===== src/rtl/quiz_round_controller.sv =====
// Quiz round controller: synchronises remote buttons, arbitrates the first
// press, judges it against the question table, keeps scores and declares a winner.
module quiz_round_controller #(
  parameter int NUM_PLAYERS   = 2,
  parameter int NUM_CHOICES   = 4,
  parameter int WIN_SCORE     = 5,
  parameter int NUM_QUESTIONS = 10,
  parameter int BEEP_CYCLES   = 1000,
  parameter int SCORE_W       = 4,
  parameter int QIDX_W        = 4
) (
  input  logic                           clk,
  input  logic                           reset,
  input  logic                           start,
  input  logic [NUM_PLAYERS*NUM_CHOICES-1:0] btn_n,
  input  logic [2:0]                     ans_choice,
  output logic [QIDX_W-1:0]              question_idx,
  output logic [NUM_PLAYERS*SCORE_W-1:0] scores,
  output logic [NUM_PLAYERS-1:0]         lockout,
  output logic                           correct_pls,
  output logic                           beep,
  output logic                           game_over,
  output logic [NUM_PLAYERS-1:0]         winner
);

  localparam int NB = NUM_PLAYERS * NUM_CHOICES;
  localparam int PW = (NUM_PLAYERS > 1) ? $clog2(NUM_PLAYERS) : 1;
  localparam int TW = $clog2(BEEP_CYCLES + 1);

  typedef enum logic [2:0] {
    IDLE, ASK, JUDGE, BEEP, NEXT, OVER
  } state_t;

  state_t state, state_nx;

  logic [NB-1:0]      sync1, sync2, hist;
  logic [NB-1:0]      press;
  logic [SCORE_W-1:0] score_q [NUM_PLAYERS];
  logic [PW-1:0]      pl_q;
  logic [2:0]         ch_q;
  logic [TW-1:0]      timer_q;

  logic               found;
  logic [PW-1:0]      sel_p;
  logic [2:0]         sel_c;
  logic               is_correct;
  logic               win_any;
  logic               all_locked;

  assign press      = hist & ~sync2;
  assign is_correct = (ch_q == ans_choice);
  assign all_locked = &(lockout | (NUM_PLAYERS'(1) << pl_q));

  // Pick the lowest unlocked player, then that player's lowest choice
  always_comb begin
    found = 1'b0;
    sel_p = '0;
    sel_c = '0;
    for (int p = NUM_PLAYERS - 1; p >= 0; p--) begin
      for (int c = NUM_CHOICES - 1; c >= 0; c--) begin
        if (!lockout[p] && press[p*NUM_CHOICES+c]) begin
          found = 1'b1;
          sel_p = PW'(p);
          sel_c = 3'(c + 1);
        end
      end
    end
  end

  // Flatten scores and detect a player sitting at the winning score
  always_comb begin
    scores  = '0;
    win_any = 1'b0;
    for (int p = 0; p < NUM_PLAYERS; p++) begin
      scores[p*SCORE_W +: SCORE_W] = score_q[p];
      if (score_q[p] == SCORE_W'(WIN_SCORE)) win_any = 1'b1;
    end
  end

  // State register
  always_ff @(posedge clk or posedge reset) begin
    if (reset) state <= IDLE;
    else       state <= state_nx;
  end

  // Next-state logic
  always_comb begin
    state_nx = state;
    case (state)
      IDLE:    if (start) state_nx = ASK;
      ASK: begin
        if (ans_choice == 3'd0) state_nx = NEXT;
        else if (found)         state_nx = JUDGE;
      end
      JUDGE: begin
        if (is_correct)      state_nx = BEEP;
        else if (all_locked) state_nx = NEXT;
        else                 state_nx = ASK;
      end
      BEEP: begin
        if (timer_q == TW'(1)) state_nx = win_any ? OVER : NEXT;
      end
      NEXT:    state_nx = ASK;
      OVER:    if (start) state_nx = ASK;
      default: state_nx = IDLE;
    endcase
  end

  // Outputs decoded from the current state
  always_comb begin
    correct_pls = (state == JUDGE) && is_correct;
    beep        = (state == BEEP);
    game_over   = (state == OVER);
    winner      = '0;
    if (state == OVER) begin
      for (int p = NUM_PLAYERS - 1; p >= 0; p--) begin
        if (score_q[p] == SCORE_W'(WIN_SCORE)) winner = NUM_PLAYERS'(1) << p;
      end
    end
  end

  // Button synchroniser, press history, scores, lockout, index and beep timer
  always_ff @(posedge clk or posedge reset) begin
    if (reset) begin
      sync1        <= '1;
      sync2        <= '1;
      hist         <= '1;
      pl_q         <= '0;
      ch_q         <= '0;
      timer_q      <= '0;
      lockout      <= '0;
      question_idx <= '0;
      for (int p = 0; p < NUM_PLAYERS; p++) score_q[p] <= '0;
    end else begin
      sync1 <= btn_n;
      sync2 <= sync1;
      hist  <= sync2;
      case (state)
        IDLE, OVER: begin
          if (start) begin
            lockout      <= '0;
            question_idx <= '0;
            for (int p = 0; p < NUM_PLAYERS; p++) score_q[p] <= '0;
          end
        end
        ASK: begin
          if (ans_choice != 3'd0 && found) begin
            pl_q <= sel_p;
            ch_q <= sel_c;
          end
        end
        JUDGE: begin
          if (is_correct) begin
            if (score_q[pl_q] < SCORE_W'(WIN_SCORE))
              score_q[pl_q] <= score_q[pl_q] + 1'b1;
            timer_q <= TW'(BEEP_CYCLES);
          end else begin
            lockout[pl_q] <= 1'b1;
          end
        end
        BEEP: timer_q <= timer_q - 1'b1;
        NEXT: begin
          lockout <= '0;
          if (question_idx == QIDX_W'(NUM_QUESTIONS - 1))
            question_idx <= '0;
          else
            question_idx <= question_idx + 1'b1;
        end
        default: ;
      endcase
    end
  end

endmodule

===== config.mk =====
export PLATFORM = sky130hd
export DESIGN_NAME = quiz_round_controller
export DESIGN_NICKNAME = d
export VERILOG_FILES = /design/src/rtl/quiz_round_controller.sv
export SDC_FILE = /design/constraint.sdc
export NUM_CORES = 1
export LEC_CHECK = 0
export CAP_MARGIN = 20
export CORE_ASPECT_RATIO = 1.5
export CORE_UTILIZATION = 36
export CTS_CLUSTER_SIZE = 40
export DETAILED_ROUTE_END_ITERATION = 10
export PLACE_DENSITY = 0.55
export SLEW_MARGIN = 20
export SYNTH_ARGS = -nofsm -noshare
export SYNTH_HDL_FRONTEND = slang
export SYNTH_SLANG_ARGS = --single-unit

===== constraint.sdc =====
create_clock -name clk -period 5.6 [get_ports clk]
set_input_delay 0.84 -clock clk [delete_from_list [all_inputs] [get_ports clk]]
set_output_delay 0.84 -clock clk [all_outputs]
set_load 0.02 [all_outputs]

==> flow_summary.toml <==
[drt]
antenna_left = 0
drt_first_pass_iters = 9
via_per_inst = 5.28
drt_iter0_drc = 55
via_count = 1826
drc_errors = 4
wl_per_cell_um = 14.0
routed_wl_um = 4830

[sta]
slew_headroom = 0.547
fmax_mhz = 270
setup_viol = 0
finalCritPeriodShare = 0.661
rsz0062_at_grt = "false"
drv_slew = 0
fin_crit_ns = 3.70
finClkSkew_ns = 0.0160
hold_viol = 0
worst_pin_slew_ns = 0.677
setup_tns_ns = 0
setup_ws_ns = 1.90

[clock_network]
post_cts_buffers = 0
cts_max_path_buffers = 2
htreeDepth = 2
ctsHoldBuffers = 0
cts_root_buf = "clkbuf_8"
clock_latency_ns = 0.32
cts.sinks = 55
cts_buffers = 5
cts_tree = "done"
clk_pin_slew_ns = 0.11
cts.repair.resized = 0

[logic_synthesis]
syn_avg_cell_area_um2 = 11.0
postSynthCellCount = 232
synth_edf_count = 0
synth_ff_type = "dfrtp_1"
yosys.area.top_type_share = 0.304
syn-num-nets = 252
synth-seq-area-share = 0.551
ys_types = 48
yosys.area.top_type = "dfrtp_1"
ys_top_cells_by_area = "dfrtp_1 30%, dfstp_2 25%, ha_1 2.9%"
synth_area_um2 = 2550
synth-seq-cells = 55
synth.most_common_cell = "dfrtp_1"
synthArstFlopShare = 1.00
ys_top_cells_by_count = "31 x dfrtp_1, 24 x dfstp_2, 20 x nand2_1"
synth_warnings = 0

[place]
io_buffers = 32
routabilityCongestion = 0.814
dp_slack_ns = 1.85
dp_hpwl_um = 3530
placed_cell_area_um2 = 2940

[job]
cap_violations = 0

[finish]
fillers = 669
stdcell_area_um2 = 3040
drive_gt1_frac = 0.164
area_delta_synth_final_pct = 19.1
finalNetCount = 287
fin_util = 0.444
diodes = 0

[floorplanning]
initial_utilization = 0.373
die_height_um = 105
fp.dieW_um = 70.8
num_rows = 37
core_area_um2 = 6850
dieArea_um2 = 7440
pin_count = 33

[setup_path]
criticalPathCategory = "in -> out"
r2r_slack_ns = 3.20
required_ns = 4.76
startpoint_type = "input pin"
rr_startpoint = "pl_q"
critPathLaunch = "ans_choice[0]"
ff2ff_path_depth = 7
worstPathArrival_ns = 2.86
cp-end-kind = "output port"
crit_fanout = 12
r2r_end = "scores[4]"

[run_status]
violations = "DRC"
status = "finished, violations left"

[global_route]
grt_antenna_before_repair = 0
grt_pass1_vias = 1776
grt_start_max_net_pins = 56
grt.overflow.total = 0
grtUsageTotal = 0.141
grt_pass1_wl_um = 8090

[pwr]
vdd_ir_drop_max_uv = 166
p_per_area_nw_per_um2 = 409
leakage_nw = 1.27

[worst_hold_path]
holdPathStages = 0
hp-start = "sync2[1]"
hold_class = "reg -> reg"
holdPathEnd = "hist[1]"
## per-stage QoR
step	power [mW]	instances	hold WS, ns
2_1_floorplan	0.878	232	0.345
3_3_place_gp	1.01	338	0.345
3_5_place_dp	1.01	338	0.347
4_1_cts	1.26	346	0.363
5_1_grt	1.33	346	0.366
6_report	1.24	346	0.359
## state kept, by name, summed over array words and instances (netlist names)
name and cells:
ch_q 3, timer_q 10, lockout 2, sync2 8, pl_q 1, question_idx 4, hist 8, scores 8
sync1 8, state 3
## final cells by class
class	count	area (µm²)	share of cell area
clock buffers	5	68.8	0.0226
multi-input cells	158	1040	0.344
clock inverters	3	33.8	0.0111
well taps	78	97.6	0.0321
flip-flops and latches	55	1410	0.463
repair buffers	34	335	0.110
inverters	13	53.8	0.0177
## critical path, stage by stage
cell and delay [ns]:
clkdlybuf4s50_1 0.43, xor2_1 0.16, nor3_1 0.50, nand2b_4 0.17, clkinv_4 0.14, clkdlybuf4s50_1 0.61
## power by group
part	internal, mW	total, mW	switching, mW	leakage [nW]
clock	0.0944	0.240	0.145	0.0515
sequential	0.485	0.602	0.117	0.643
combinational	0.182	0.401	0.219	0.572
## layer usage
metal  track usage  wire (µm)  share of wire  vias up
li1              -          -              -      888
met1         0.144       1980           0.41      894
met2         0.268       2620           0.54       33
met3        0.0289        139          0.029       11
met4        0.0614         97          0.020        0
met5             0          0              0        -
## cell usage in the layout (no fill, tap or decap), types with 2 or more instances in the layout
master           Yosys  final
dfstp_2             24     24
nor4_1               5      5
clkinv_4             1      2
nor3_1               6      6
nor3b_1              5      5
mux2_2               2      2
ha_1                 6      6
xor2_1               7      7
mux2i_1              5      5
nor2b_1              3      3
o41ai_1              2      2
inv_1               12     11
a21oi_1             14     14
nand2_1             20     20
and3_1               3      3
dfrtp_1             31     31
o31ai_1              3      3
clkdlybuf4s50_1      0     32
nand4bb_1            2      2
buf_4                0      2
nor2_1              13     13
or3_1                3      3
or2_2                2      2
xnor2_1              3      3
clkbuf_8             0      5
a22o_1               2      2
a31oi_1              3      3
o21ai_1              2      2
o21ai_0             12     12
nand3_1              7      7
nand2b_1            11     11
## worst max-delay path by stage
stage / end / slack, ns
after floorplan: correct_pls / 3.04
after global placement: correct_pls / 1.90
after detailed placement: correct_pls / 1.85
after CTS: correct_pls / 1.86
after global routing: correct_pls / 1.81
final: correct_pls / 1.90
## logic make-up after synthesis
| family | count (synthesis) | share of synthesized area |
|---|---|---|
| simple gates | 85 | 0.187 |
| flops | 55 | 0.551 |
| compound gates | 50 | 0.130 |
| buf+inv | 19 | 0.0397 |
| xor+xnor | 10 | 0.0343 |
| mux | 7 | 0.0284 |
| fa+ha+maj | 6 | 0.0294 |
(Power assumes the default switching activity.)
